==> src/rtl/tl_ul_a_arbiter_if.sv <==
// Bundle of per-requester A/D channels and the shared downstream A/D port.
// The arbiter takes the slave modport. The environment that drives the
// requesters and the downstream port takes the master modport.
interface tl_ul_a_arbiter_if #(
  parameter int unsigned N_REQ  = 2,
  parameter int unsigned SRC_W  = 2,
  parameter int unsigned ADDR_W = 32,
  parameter int unsigned DATA_W = 32
);
  localparam int unsigned IDX_W = (N_REQ > 1) ? $clog2(N_REQ) : 1;

  // Requester-side A channels, packed with requester 0 in the low slice.
  logic [N_REQ-1:0]        in_a_valid;
  logic [N_REQ-1:0]        in_a_ready;
  logic [3*N_REQ-1:0]      in_a_opcode;
  logic [3*N_REQ-1:0]      in_a_param;
  logic [4*N_REQ-1:0]      in_a_size;
  logic [SRC_W*N_REQ-1:0]  in_a_source;
  logic [ADDR_W*N_REQ-1:0] in_a_address;
  logic [4*N_REQ-1:0]      in_a_mask;
  logic [DATA_W*N_REQ-1:0] in_a_data;

  // Shared downstream A channel.
  logic                    out_a_valid;
  logic                    out_a_ready;
  logic [2:0]              out_a_opcode;
  logic [2:0]              out_a_param;
  logic [3:0]              out_a_size;
  logic [3:0]              out_a_mask;
  logic [ADDR_W-1:0]       out_a_address;
  logic [DATA_W-1:0]       out_a_data;
  logic [IDX_W+SRC_W-1:0]  out_a_source;

  // Shared downstream D channel (source only) and the per-requester D routing.
  logic                    out_d_valid;
  logic                    out_d_ready;
  logic [IDX_W+SRC_W-1:0]  out_d_source;
  logic [N_REQ-1:0]        in_d_valid;
  logic [N_REQ-1:0]        in_d_ready;
  logic [SRC_W-1:0]        in_d_source;

  modport master (
    output in_a_valid, in_a_opcode, in_a_param, in_a_size, in_a_source, in_a_address,
    output in_a_mask, in_a_data, out_a_ready, out_d_valid, out_d_source, in_d_ready,
    input  in_a_ready, out_a_valid, out_a_opcode, out_a_param, out_a_size, out_a_mask,
    input  out_a_address, out_a_data, out_a_source, out_d_ready, in_d_valid, in_d_source
  );

  modport slave (
    input  in_a_valid, in_a_opcode, in_a_param, in_a_size, in_a_source, in_a_address,
    input  in_a_mask, in_a_data, out_a_ready, out_d_valid, out_d_source, in_d_ready,
    output in_a_ready, out_a_valid, out_a_opcode, out_a_param, out_a_size, out_a_mask,
    output out_a_address, out_a_data, out_a_source, out_d_ready, in_d_valid, in_d_source
  );
endinterface

==> src/rtl/tl_ul_a_arbiter.sv <==
// Round-robin TL-UL A-channel arbiter with burst locking, source-index
// prefixing on A and index-based routing of D responses back to requesters.
module tl_ul_a_arbiter #(
  parameter int unsigned N_REQ  = 2,
  parameter int unsigned SRC_W  = 2,
  parameter int unsigned ADDR_W = 32,
  parameter int unsigned DATA_W = 32
) (
  input  logic                clock,
  input  logic                reset_n,
  tl_ul_a_arbiter_if.slave    bus,
  output logic                err_sticky
);
  localparam int unsigned IDX_W = (N_REQ > 1) ? $clog2(N_REQ) : 1;
  localparam int unsigned SW    = IDX_W + SRC_W;
  localparam logic [IDX_W-1:0] LastIdx = IDX_W'(N_REQ - 1);

  typedef enum logic [0:0] {StIdle, StBurst} state_e;

  state_e           state_q;
  logic [IDX_W-1:0] rr_ptr_q;
  logic             hold_q;
  logic [IDX_W-1:0] hold_idx_q;
  logic [IDX_W-1:0] lock_q;
  logic [12:0]      beats_left_q;
  logic             err_q;

  logic [IDX_W-1:0] sel;
  logic             a_valid;
  logic [N_REQ-1:0] grant;
  logic [2:0]       sel_opcode;
  logic [2:0]       sel_param;
  logic [3:0]       sel_size;
  logic [3:0]       sel_mask;
  logic [SRC_W-1:0] sel_source;
  logic [ADDR_W-1:0] sel_address;
  logic [DATA_W-1:0] sel_data;
  logic             a_fire;
  logic             is_burst;
  logic [12:0]      first_beats;
  logic [IDX_W-1:0] rr_next;

  logic [IDX_W-1:0] d_idx;
  logic             d_hit;
  logic             d_rdy;
  logic             d_drop;
  logic [N_REQ-1:0] d_valid_vec;

  // Pick the winner: locked requester in a burst, frozen index while stalled,
  // otherwise the first valid requester scanning upward from rr_ptr_q.
  always_comb begin
    logic found;
    found = 1'b0;
    sel   = '0;
    if (state_q == StBurst) begin
      sel = lock_q;
    end else if (hold_q) begin
      sel = hold_idx_q;
    end else begin
      for (int unsigned k = 0; k < N_REQ; k++) begin
        if (!found && bus.in_a_valid[(32'(rr_ptr_q) + k) % N_REQ]) begin
          found = 1'b1;
          sel   = IDX_W'((32'(rr_ptr_q) + k) % N_REQ);
        end
      end
    end
  end

  // Mux the winner's payload; everything is zero when the winner is not valid.
  always_comb begin
    a_valid     = 1'b0;
    grant       = '0;
    sel_opcode  = '0;
    sel_param   = '0;
    sel_size    = '0;
    sel_mask    = '0;
    sel_source  = '0;
    sel_address = '0;
    sel_data    = '0;
    for (int unsigned i = 0; i < N_REQ; i++) begin
      if (sel == IDX_W'(i) && bus.in_a_valid[i]) begin
        a_valid     = 1'b1;
        grant[i]    = 1'b1;
        sel_opcode  = bus.in_a_opcode[3*i +: 3];
        sel_param   = bus.in_a_param[3*i +: 3];
        sel_size    = bus.in_a_size[4*i +: 4];
        sel_mask    = bus.in_a_mask[4*i +: 4];
        sel_source  = bus.in_a_source[SRC_W*i +: SRC_W];
        sel_address = bus.in_a_address[ADDR_W*i +: ADDR_W];
        sel_data    = bus.in_a_data[DATA_W*i +: DATA_W];
      end
    end
  end

  assign a_fire      = a_valid & bus.out_a_ready;
  // PutFullData (0) and PutPartialData (1) wider than one 4-byte beat lock the bus.
  assign is_burst    = (sel_opcode == 3'd0 || sel_opcode == 3'd1) && (sel_size > 4'd2);
  assign first_beats = (13'd1 << (sel_size - 4'd2)) - 13'd1;
  assign rr_next     = (sel == LastIdx) ? '0 : sel + IDX_W'(1);

  assign bus.out_a_valid   = a_valid;
  assign bus.in_a_ready    = grant & {N_REQ{bus.out_a_ready}};
  assign bus.out_a_opcode  = sel_opcode;
  assign bus.out_a_param   = sel_param;
  assign bus.out_a_size    = sel_size;
  assign bus.out_a_mask    = sel_mask;
  assign bus.out_a_address = sel_address;
  assign bus.out_a_data    = sel_data;
  assign bus.out_a_source  = a_valid ? {sel, sel_source} : '0;

  // D routing is stateless: the top index bits select the requester.
  always_comb begin
    d_idx       = bus.out_d_source[SW-1 -: IDX_W];
    d_hit       = 1'b0;
    d_rdy       = 1'b0;
    d_valid_vec = '0;
    for (int unsigned i = 0; i < N_REQ; i++) begin
      if (d_idx == IDX_W'(i)) begin
        d_hit          = 1'b1;
        d_rdy          = bus.in_d_ready[i];
        d_valid_vec[i] = bus.out_d_valid;
      end
    end
    d_drop = bus.out_d_valid & ~d_hit;
  end

  assign bus.in_d_valid  = d_valid_vec;
  assign bus.in_d_source = bus.out_d_source[SRC_W-1:0];
  // Unroutable beats are swallowed so the downstream port never stalls on them.
  assign bus.out_d_ready = d_hit ? d_rdy : d_drop;
  assign err_sticky      = err_q;

  // Arbitration FSM: round-robin pointer, stall hold, burst lock and beat count.
  always_ff @(posedge clock or negedge reset_n) begin
    if (!reset_n) begin
      state_q      <= StIdle;
      rr_ptr_q     <= '0;
      hold_q       <= 1'b0;
      hold_idx_q   <= '0;
      lock_q       <= '0;
      beats_left_q <= '0;
      err_q        <= 1'b0;
    end else begin
      if (d_drop) err_q <= 1'b1;
      case (state_q)
        StIdle: begin
          if (a_fire) begin
            hold_q   <= 1'b0;
            rr_ptr_q <= rr_next;
            if (is_burst) begin
              beats_left_q <= first_beats;
              lock_q       <= sel;
              state_q      <= StBurst;
            end
          end else if (a_valid) begin
            hold_q     <= 1'b1;
            hold_idx_q <= sel;
          end
        end
        StBurst: begin
          if (a_fire) begin
            if (beats_left_q == 13'd1) begin
              beats_left_q <= '0;
              state_q      <= StIdle;
            end else begin
              beats_left_q <= beats_left_q - 13'd1;
            end
          end
        end
        default: state_q <= StIdle;
      endcase
    end
  end
endmodule

==> src/flat_wrapper.sv <==
// flat-port wrapper written by rule: the top's interface ports become plain ports
module tl_ul_a_arbiter_flat 
#(
  parameter int unsigned N_REQ  = 2,
  parameter int unsigned SRC_W  = 2,
  parameter int unsigned ADDR_W = 32,
  parameter int unsigned DATA_W = 32
)
  (clock, reset_n, err_sticky, bus_in_a_valid, bus_in_a_opcode, bus_in_a_param, bus_in_a_size, bus_in_a_source, bus_in_a_address, bus_in_a_mask, bus_in_a_data, bus_out_a_ready, bus_out_d_valid, bus_out_d_source, bus_in_d_ready, bus_in_a_ready, bus_out_a_valid, bus_out_a_opcode, bus_out_a_param, bus_out_a_size, bus_out_a_mask, bus_out_a_address, bus_out_a_data, bus_out_a_source, bus_out_d_ready, bus_in_d_valid, bus_in_d_source);
  tl_ul_a_arbiter_if #(.N_REQ(N_REQ), .SRC_W(SRC_W), .ADDR_W(ADDR_W), .DATA_W(DATA_W)) bus_i ();
  input  logic clock;
  input  logic reset_n;
  output logic err_sticky;
  input wire logic [$bits(bus_i.in_a_valid)-1:0] bus_in_a_valid;
  input wire logic [$bits(bus_i.in_a_opcode)-1:0] bus_in_a_opcode;
  input wire logic [$bits(bus_i.in_a_param)-1:0] bus_in_a_param;
  input wire logic [$bits(bus_i.in_a_size)-1:0] bus_in_a_size;
  input wire logic [$bits(bus_i.in_a_source)-1:0] bus_in_a_source;
  input wire logic [$bits(bus_i.in_a_address)-1:0] bus_in_a_address;
  input wire logic [$bits(bus_i.in_a_mask)-1:0] bus_in_a_mask;
  input wire logic [$bits(bus_i.in_a_data)-1:0] bus_in_a_data;
  input wire logic [$bits(bus_i.out_a_ready)-1:0] bus_out_a_ready;
  input wire logic [$bits(bus_i.out_d_valid)-1:0] bus_out_d_valid;
  input wire logic [$bits(bus_i.out_d_source)-1:0] bus_out_d_source;
  input wire logic [$bits(bus_i.in_d_ready)-1:0] bus_in_d_ready;
  output wire logic [$bits(bus_i.in_a_ready)-1:0] bus_in_a_ready;
  output wire logic [$bits(bus_i.out_a_valid)-1:0] bus_out_a_valid;
  output wire logic [$bits(bus_i.out_a_opcode)-1:0] bus_out_a_opcode;
  output wire logic [$bits(bus_i.out_a_param)-1:0] bus_out_a_param;
  output wire logic [$bits(bus_i.out_a_size)-1:0] bus_out_a_size;
  output wire logic [$bits(bus_i.out_a_mask)-1:0] bus_out_a_mask;
  output wire logic [$bits(bus_i.out_a_address)-1:0] bus_out_a_address;
  output wire logic [$bits(bus_i.out_a_data)-1:0] bus_out_a_data;
  output wire logic [$bits(bus_i.out_a_source)-1:0] bus_out_a_source;
  output wire logic [$bits(bus_i.out_d_ready)-1:0] bus_out_d_ready;
  output wire logic [$bits(bus_i.in_d_valid)-1:0] bus_in_d_valid;
  output wire logic [$bits(bus_i.in_d_source)-1:0] bus_in_d_source;
  assign bus_i.in_a_valid = bus_in_a_valid;
  assign bus_i.in_a_opcode = bus_in_a_opcode;
  assign bus_i.in_a_param = bus_in_a_param;
  assign bus_i.in_a_size = bus_in_a_size;
  assign bus_i.in_a_source = bus_in_a_source;
  assign bus_i.in_a_address = bus_in_a_address;
  assign bus_i.in_a_mask = bus_in_a_mask;
  assign bus_i.in_a_data = bus_in_a_data;
  assign bus_i.out_a_ready = bus_out_a_ready;
  assign bus_i.out_d_valid = bus_out_d_valid;
  assign bus_i.out_d_source = bus_out_d_source;
  assign bus_i.in_d_ready = bus_in_d_ready;
  assign bus_in_a_ready = bus_i.in_a_ready;
  assign bus_out_a_valid = bus_i.out_a_valid;
  assign bus_out_a_opcode = bus_i.out_a_opcode;
  assign bus_out_a_param = bus_i.out_a_param;
  assign bus_out_a_size = bus_i.out_a_size;
  assign bus_out_a_mask = bus_i.out_a_mask;
  assign bus_out_a_address = bus_i.out_a_address;
  assign bus_out_a_data = bus_i.out_a_data;
  assign bus_out_a_source = bus_i.out_a_source;
  assign bus_out_d_ready = bus_i.out_d_ready;
  assign bus_in_d_valid = bus_i.in_d_valid;
  assign bus_in_d_source = bus_i.in_d_source;
  tl_ul_a_arbiter #(.N_REQ(N_REQ), .SRC_W(SRC_W), .ADDR_W(ADDR_W), .DATA_W(DATA_W)) u_core (.clock(clock), .reset_n(reset_n), .bus(bus_i), .err_sticky(err_sticky));
endmodule
==> config.mk <==
export PLATFORM = sky130hd
export DESIGN_NAME = tl_ul_a_arbiter_flat
export DESIGN_NICKNAME = d
export VERILOG_FILES = /design/src/rtl/tl_ul_a_arbiter_if.sv /design/src/rtl/tl_ul_a_arbiter.sv /design/src/flat_wrapper.sv
export SDC_FILE = /design/constraint.sdc
export NUM_CORES = 1
export LEC_CHECK = 0
export CORE_AREA = 2 2 101 103
export DETAILED_ROUTE_END_ITERATION = 7
export DIE_AREA = 0 0 103 105
export HOLD_SLACK_MARGIN = 0.1
export PLACE_DENSITY_LB_ADDON = 0.08
export SLEW_MARGIN = 40
export SYNTH_ARGS = -nofsm -noshare
export SYNTH_HDL_FRONTEND = slang
export SYNTH_SLANG_ARGS = --single-unit
==> constraint.sdc <==
create_clock -name clock -period 4 [get_ports clock]
set_clock_uncertainty 0.15 [all_clocks]
set_input_delay 0.6 -clock clock [delete_from_list [all_inputs] [get_ports clock]]
set_output_delay 0.6 -clock clock [all_outputs]
set_load 0.005 [all_outputs]
== Yosys cells after proc, flatten, opt, wreduce, memory -nomap -nowiden ==
Cells that the tools add are included.

* Register bits: 18
* Bits of input ports: 171
* Output and inout bits: 90
* Logic and storage cells: 83

* $add $sub $neg: 5
* Magnitude comparators: 3
* Eq/ne operators: 5
* Shift operators: 1
* Muxes and demuxes: 45
* Bitwise gates (word level): 5
* Reduce and logical (&&, ||, !) cells: 13

{| class="wikitable"
|+ Operator list
! kind !! number
|-
| $mux 32 || 4
|-
| $mux 13 || 4
|-
| $pmux 13 s2 || 1
|-
| $sub 13x1->13 const B || 2
|-
| $mux 1 || 24
|-
| $mux 4 || 4
|-
| $mux 3 || 5
|-
| $eq 13x1->1 const B || 1
|-
| $shl 1x4->13 const A || 1
|-
| $reduce_and 3->1 || 3
|-
| $gt 4x2->1 const B || 1
|-
| $logic_and 1x1->1 || 4
|-
| $lt 1x2->1 const B || 2
|-
| $mux 2 || 2
|-
| $ne 2x1->1 const B || 2
|-
| $reduce_and 2->1 || 2
|-
| $sub 4x2->4 const B || 1
|-
| $eq 3x1->1 const B || 1
|-
| $logic_not 3->1 || 1
|-
| $not 1->1 || 3
|-
| $add 1x1->1 const B || 2
|-
| $and 2x2->2 || 1
|-
| $ne 2x2->1 const B || 1
|-
| $pmux 1 s2 || 1
|-
| 4 further kinds || 4
|}

== Longest topological paths before layout ==
Gate-level depths: netlist of the first run.

* Word-level depth: 20
* Gate-level depth with buffers: 14
* Mapped depth without buffers: 13

== Worst setup path after synthesis of the first run ==
OpenSTA, ideal clock, no wires.

* Kind: input to register
* From: input port bus_in_a_valid[0]
* To: register u_core.lock_q
* Setup time: 0.128 ns
* Data arrival time: 3.236 ns
* Data required time: 3.722 ns
* Setup slack: 0.487 ns
* Stages on the path: 13
* Buffers on the path: 0
* Path through: nor2b_1 > o21ai_2 > nand2_2 > mux2i_1 > inv_1 > ha_1 > and3b_1 > o31ai_1 > nor3_1 > a311oi_4 > nand2_2 > nor2_1 > mux2_1

* Elaborated cells between the ends (all ways): 29

{| class="wikitable"
|+ RTL lines
! what !! line !! RTL
|-
| from (decl) || flat_wrapper.sv:14 || <nowiki>input wire logic [$bits(bus_i.in_a_valid)-1:0] bus_in_a_valid;</nowiki>
|-
| $mux 1 (implied by the code) (2 in a row) || tl_ul_a_arbiter.sv:61 || <nowiki>if (!found && bus.in_a_valid[(32'(rr_ptr_q) + k) % N_REQ]) begin</nowiki>
|-
| $mux 1 || tl_ul_a_arbiter.sv:61 ||
|-
| $mux 1 || tl_ul_a_arbiter.sv:57 || <nowiki>end else if (hold_q) begin</nowiki>
|-
| $mux 1 || tl_ul_a_arbiter.sv:55 || <nowiki>if (state_q == StBurst) begin</nowiki>
|-
| $logic_not 1->1 || tl_ul_a_arbiter.sv:61 ||
|-
| $logic_and 1x1->1 || tl_ul_a_arbiter.sv:61 ||
|-
| $mux 1 || tl_ul_a_arbiter.sv:61 ||
|-
| $mux 1 || tl_ul_a_arbiter.sv:57 ||
|-
| $mux 1 || tl_ul_a_arbiter.sv:55 ||
|-
| $not 1->1 || tl_ul_a_arbiter.sv:81 || <nowiki>if (sel == IDX_W'(i) && bus.in_a_valid[i]) begin</nowiki>
|-
| $logic_and 1x1->1 || tl_ul_a_arbiter.sv:81 ||
|-
| $mux 4 || tl_ul_a_arbiter.sv:81 ||
|-
| $mux 4 * || tl_ul_a_arbiter.sv:81 ||
|-
| named net bus_out_a_size[2] || flat_wrapper.sv:30 || <nowiki>output wire logic [$bits(bus_i.out_a_size)-1:0] bus_out_a_size;</nowiki>
|-
| $gt 4x2->1 * || tl_ul_a_arbiter.sv:97 || <nowiki>assign is_burst = (sel_opcode == 3'd0 || sel_opcode == 3'd1) && (sel_size > 4'd2);</nowiki>
|-
| $logic_and 1x1->1 * || tl_ul_a_arbiter.sv:97 ||
|-
| $reduce_and 3->1 (no source line) * || - ||
|-
| to (signal assigned) || tl_ul_a_arbiter.sv:152 || <nowiki>lock_q <= sel;</nowiki>
|-
| to (decl) || tl_ul_a_arbiter.sv:24 || <nowiki>logic [IDX_W-1:0] lock_q;</nowiki>
|}

The timed path passes the listed nets; every way through them passes the cells marked *. The select of a mux whose other input is x is not followed.
A chain may end at the register's enable or synchronous reset.

== Worst setup path in the final report of the first run ==
* From: input port bus_in_a_valid[0]
* To: output port bus_out_a_data[1]

* Cells in the longest elaborated chain, start to end: 14
* Elaborated cells between the ends (all ways): 18

{| class="wikitable"
|+ RTL lines
! what !! line !! RTL
|-
| $mux 1 (implied by the code) (2 in a row) || tl_ul_a_arbiter.sv:61 ||
|-
| $mux 1 || tl_ul_a_arbiter.sv:61 ||
|-
| $mux 1 || tl_ul_a_arbiter.sv:57 ||
|-
| $mux 1 || tl_ul_a_arbiter.sv:55 ||
|-
| $logic_not 1->1 || tl_ul_a_arbiter.sv:61 ||
|-
| $logic_and 1x1->1 || tl_ul_a_arbiter.sv:61 ||
|-
| $mux 1 || tl_ul_a_arbiter.sv:61 ||
|-
| $mux 1 || tl_ul_a_arbiter.sv:57 ||
|-
| $mux 1 || tl_ul_a_arbiter.sv:55 ||
|-
| $not 1->1 || tl_ul_a_arbiter.sv:81 ||
|-
| $logic_and 1x1->1 || tl_ul_a_arbiter.sv:81 ||
|-
| $mux 32 || tl_ul_a_arbiter.sv:81 ||
|-
| $mux 32 * || tl_ul_a_arbiter.sv:81 ||
|-
| to (decl) || flat_wrapper.sv:33 || <nowiki>output wire logic [$bits(bus_i.out_a_data)-1:0] bus_out_a_data;</nowiki>
|}

Mark *: on every way between the ends. The rest lies on a longest branch, timed or not. The select of a mux whose other input is x is not followed.

==> results of run 1 <==
[registers in the layout, summed over array words and instances (netlist names)]
name	count
u_core.hold_idx_q	1
u_core.state_q	1
u_core.rr_ptr_q	1
u_core.lock_q	1
u_core.hold_q	1
u_core.beats_left_q	13
[cell type report]
cell class,count,area (um2)
Inverter,8,30.0
Tap cell,133,166
Multi-Input combinational cell,319,2170
Fill cell,934,4000
Clock buffer,3,41.3
Sequential cell,18,450
Timing Repair Buffer,283,2780
[logic make-up after synthesis]
logic type               synth area share [%]
multiplexers                             4.16
adder cells (fa/ha/maj)                  2.68
buffers and inverters                    6.88
flip-flops                               16.1
XOR/XNOR                                 1.88
AO/OA/AOI/OAI                            44.2
AND/OR/NAND/NOR                          23.9
other                                   0.134
[layer usage]
metal | vias up | track usage, %
met5 | - | 0
met4 | 0 | 2.82
met3 | 9 | 8.09
met2 | 225 | 49.9
met1 | 1931 | 31.0
li1 | 1972 | -
[where the power goes]
| part | total (mW) | switching [mW] | internal, mW |
|---|---|---|---|
| combinational | 0.987 | 0.424 | 0.563 |
| sequential | 0.328 | 0.0815 | 0.247 |
| clock | 0.128 | 0.0613 | 0.0669 |
[cells in the final DEF, fill, tap and decap left out, drive strengths merged, types with 3 or more instances in the layout]
cell type,n
a211oi,3
a21oi,20
a22o,77
a31oi,6
and2,5
and3,6
buf,29
clkbuf,3
clkdlybuf4s50,254
dfrtp,18
ha,6
inv,8
mux2,3
mux2i,6
nand2,27
nand2b,8
nand3,13
nor2,28
nor2b,4
nor3,11
nor3b,3
nor4,7
o21ai,36
o22ai,4
or3,7
xnor2,3
xor2,3
[worst paths after layout]
check | from | to | slack [ns] | cells after the start
max in group asynchronous | reset_n | u_core.beats_left_q[10] | 3.26 | 1
min in group clock | u_core.lock_q | u_core.lock_q | 0.39 | 1
min reg2reg | u_core.lock_q | u_core.lock_q | 0.39 | 1
max reg2reg | u_core.hold_q | u_core.lock_q | 0.76 | 12
max | bus_in_a_valid[0] | bus_out_a_data[1] | 0.19 | 8
min | reset_n | u_core.beats_left_q[4] | 0.13 | 1
==> results_dict.tcl, run 1 <==
set metrics [dict create \
    worst_path_max_delay_cell "clkdlybuf4s50_1" \
    dr_wl_met3_mm 1.69 \
    die_w_um 103 \
    setup_violations 0 \
    power.total_mw 1.44 \
    avgSynthCellArea_um2 7.27 \
    powerDensity_mw_per_mm2 256 \
    worstSetupPathType "primary input to primary output" \
    wl_per_cell_um 20.4 \
    worst_slew_pin_slew_ns 0.578 \
    diodes 0 \
    ys_top_cells_by_area "a22o_1 (24%), dfrtp_1 (16%), o21ai_0 (6.3%), clkbuf_1 (4.3%), nor2_1 (3.8%)" \
    drc 0 \
    grt_max_degree 49 \
    fin_crit_ns 3.81 \
    final_max_slew_viol_count 0 \
    syn_area_mm2 0.00280 \
    clk-insertion-delay-late_ns 0.25 \
    die_y_um 105 \
    grt_pass1_wl_mm 22.6 \
    area_delta_synth_final_pct 101 \
    drive_above_1_share_pct 7.45 \
    cp.buffers_inverters 4 \
    maxCapViolCount 0 \
    finalSetupTns_ns 0 \
    nets 810 \
    netlist_instances 385 \
    design_area_mm2 0.00564 \
    fin_util_pct 58.5 \
    worstPathMaxFanout 16 \
    yosysMostFrequentCell "a22o_1" \
    cp-end-kind "primary output" \
    yosys_most_used_dff "dfrtp_1" \
    ant_nets 0 \
    drt_first_pass_iters 4 \
    hold_viol_final 0 \
    hold_path_class "primary input to asynchronous set/reset pin" \
    via_per_inst 5.41 \
    start_kind "primary input" \
    grt_pass1_vias 4026 \
    placed_cells 761 \
    initial_core_util_pct 29.0 \
    rsz0062_at_grt "no" \
    numCtsBuffers 3 \
    synthArstFlopShare_pct 100 \
    yosys_warnings 0 \
    grt_overflow 0 \
    dr_wl_met2_mm 8.04 \
    place.port_buffers 255 \
    yosysSeqAreaShare_pct 16.1 \
    rows 36 \
    top_layer "met4" \
    yosys.area.top_type "a22o_1" \
    vias 4137 \
    fin_cells 764 \
    crit_chain "clkdlybuf4s50_1 > nor2b_1 > o21ai_2 > buf_4 > and3_2 > buf_4 > a22o_1 > clkdlybuf4s50_1" \
    wirelength_mm 15.6 \
    vdd_drop_max_v 0.000115 \
    worstPathRequired_ns 3.25 \
    track_usage_pct 27.0 \
    outcome "completed" \
    worst-endpoint-arrival_ns 3.06 \
    drt-initial-drc-count 269 \
    place_ws_ns 0.103 \
    cts_repair_resize_count 0 \
    clk_path_buf_depth 2 \
    max-slew-margin-rel_pct 61.4 \
    hold_ws_ns 0.129 \
    ys_seq_elements 18 \
    synthesis.nets 562 \
    crit_family "buffers and inverters" \
    cts_root_buf "clkbuf_8" \
    slowest_delay_ns 0.54 \
    period_share_pct 95.2 \
    coreArea_mm2 0.00964 \
    dpl.hpwl_mm 12.9 \
    placed_cell_area_mm2 0.00560 \
    h-tree-depth 1 \
    yosysUniqueCellTypes 58 \
    cts_tree "built" \
    synthTopCellsByCount "a22o_1 (77), o21ai_0 (35), clkbuf_1 (32), nor2_1 (28), nand2_1 (25)" \
    p_leak_nw 2.22 \
    wl_met1_mm 5.75 \
    setup_slack_ns 0.193 \
    place.gp.congestion 0.896 \
    pin_count 261 \
    cts_setup_buffers 0 \
    synth-edff-count 0 \
    fmax_ghz 0.263 \
    antenna_found_initial 0 \
    cts.sinks 18 \
    clk_pin_slew_worst_paths_ns 0.07 \
    dieArea_mm2 0.0108 \
    holdBufCountCts 0 \
    synth_top_area_share_pct 24.1 \
]
No activity file was read; power rests on OpenSTA's default activity.
==> run 2: changes to the inputs <==
Settings changed: ABC_AREA set to 0.
==> results of run 2 <==
Same layout as run 1: the final DEF is identical, and so are final timing and power.
==> run 3: changes to the inputs <==
Settings changed: REMOVE_ABC_BUFFERS set to 1.
==> results_dict.tcl, run 3 (synthesized netlist as in run 1, its figures left out) <==
set metrics [dict create \
    grt_max_degree 79 \
    worst-endpoint-arrival_ns 3.02 \
    power_frac_clock_pct 9.3 \
    grt_overflow 0 \
    seqPwrFrac_pct 22.3 \
    final_max_slew_viol_count 0 \
    vdd_drop_max_v 0.000140 \
    switching_share_pct 40.6 \
    place.port_buffers 255 \
    clk-insertion-delay-late_ns 0.27 \
    power.total_mw 1.47 \
    track_usage_pct 30.0 \
    cp.depth 8 \
    holdBufCountCts 0 \
    largest_reg_flops 13 \
    start_kind "primary input" \
    drt_first_pass_iters 5 \
    worstSetupPathType "primary input to primary output" \
    final_common_cell "clkdlybuf4s50_1" \
    crit_family "buffers and inverters" \
    hold_ws_ns 0.108 \
    h-tree-depth 1 \
    worstPathMaxFanout 77 \
    crit_chain "clkdlybuf4s50_1 > nor2b_1 > o21ai_2 > buf_4 > a21oi_4 > buf_12 > a22o_1 > clkdlybuf4s50_1" \
    fin_util_pct 58.2 \
    wl_per_cell_um 22.3 \
    met2_usage_pct 45.2 \
    rsz0062_at_grt "no" \
    max-slew-margin-rel_pct 60.9 \
    worst_path_max_delay_cell "clkdlybuf4s50_1" \
    die_y_um 105 \
    regToRegEndpoint "u_core.lock_q" \
    gr-usage-met3_pct 16.8 \
    hold_path_class "primary input to asynchronous set/reset pin" \
    wirelength_mm 16.9 \
    ant_nets 0 \
    area_delta_synth_final_pct 100 \
    top_register "u_core.beats_left_q" \
    cp-end-kind "primary output" \
    pin_count 261 \
    cp.buffers_inverters 4 \
    maxCapViolCount 0 \
    fmax_ghz 0.265 \
    dpl.hpwl_mm 13.7 \
    drive_above_1_share_pct 6.86 \
    crit_end "bus_out_a_data[25]" \
    hold_viol_final 0 \
    cts.sinks 18 \
    place_ws_ns 0.159 \
    rows 36 \
    reg2reg_from "u_core.hold_q" \
    mostFrequentLayoutCells "clkdlybuf4s50_1 (254), a22o_1 (77), o21ai_0 (35)" \
    slowest_delay_ns 0.63 \
    die_w_um 103 \
    powerDensity_mw_per_mm2 262 \
    via_per_inst 5.51 \
    busiest_layer "met2" \
    fin_crit_ns 3.77 \
    diodes 0 \
    p_int_uw 873 \
    worstPathRequired_ns 3.25 \
    vias 4184 \
    dieArea_mm2 0.0108 \
    combPwrFrac_pct 68.4 \
    worst_slew_pin_slew_ns 0.581 \
    antenna_found_initial 0 \
    finalSetupTns_ns 0 \
    initial_core_util_pct 29.0 \
    clk_pin_slew_worst_paths_ns 0.07 \
    rr_worst_depth 13 \
    p_sw_uw 597 \
    cts_setup_buffers 0 \
    worst_path_most_repeated_cell "clkdlybuf4s50_1" \
    cts_root_buf "clkbuf_8" \
    drc 0 \
    setup_slack_ns 0.227 \
    grt_pass1_vias 3963 \
    outcome "completed" \
    clk_path_buf_depth 2 \
    grt_pass1_wl_mm 24.1 \
    period_share_pct 94.3 \
    p_leak_nw 2.20 \
    nets 806 \
    numCtsBuffers 3 \
    cts_tree "built" \
    drt-initial-drc-count 338 \
    place.gp.congestion 0.944 \
    coreArea_mm2 0.00964 \
    cts_repair_resize_count 0 \
    startpoint "bus_in_a_valid[0]" \
    met1_usage_pct 38.0 \
    rrSetupSlack_ns 0.83 \
    setup_violations 0 \
]
run 3: cell types whose count changed in the layout (fill, tap and decap cells not counted), sizes merged:
cell / previous run / this run
buf: 29 / 25
run 3: metrics by stage:
step | std cells | instance area [um2]
5_1_grt | 760 | 5610
2_1_floorplan | 345 | 2640
6_report | 760 | 5610
4_1_cts | 760 | 5610
3_5_place_dp | 757 | 5570
3_3_place_gp | 757 | 5570
run 3: final cells by class:
type / count / area [um2]
flip-flops and latches: 18 / 450
multi-input cells: 319 / 2170
repair buffers: 279 / 2750
well taps: 133 / 166
fillers: 927 / 4030
inverters: 8 / 30.0
clock buffers: 3 / 41.3
run 3: worst register-to-register path: stages (launching register included):
cell and delay (ns):
dfrtp_1 0.43, a21oi_1 0.24, o21ai_2 0.10, nand2_2 0.10, mux2i_1 0.33, inv_1 0.11, ha_1 0.23, and3b_1 0.17
o31ai_1 0.22, nor3_1 0.13, a311oi_4 0.31, nand2_2 0.10, nor2_1 0.12, mux2_1 0.33
run 3: power groups by stage:
stage                     clock, mW  sequential, mW  combinational, mW
after floorplan                   0           0.307              0.447
after global placement            0           0.325              0.984
after detailed placement          0           0.325              0.988
after CTS                     0.139           0.324              0.997
after global routing          0.144           0.341               1.08
final                         0.137           0.328               1.00
run 3: routing by layer:
layer,part of all wire [%],vias to the layer above
li1,-,1967
met5,0,-
met1,40,1953
met3,16,13
met4,1.1,0
met2,43,251
run 3: worst min path at each step:
stage,to,slack [ns],depth (start not counted),startpoint
final,u_core.beats_left_q[4],0.11,1,reset_n
after global placement,u_core.beats_left_q[10],0.36,2,u_core.beats_left_q[10]
after detailed placement,u_core.lock_q,0.35,1,u_core.lock_q
after CTS,u_core.beats_left_q[12],0.13,1,reset_n
after global routing,u_core.beats_left_q[4],0.16,1,reset_n
after floorplan,u_core.beats_left_q[0],0.15,0,reset_n
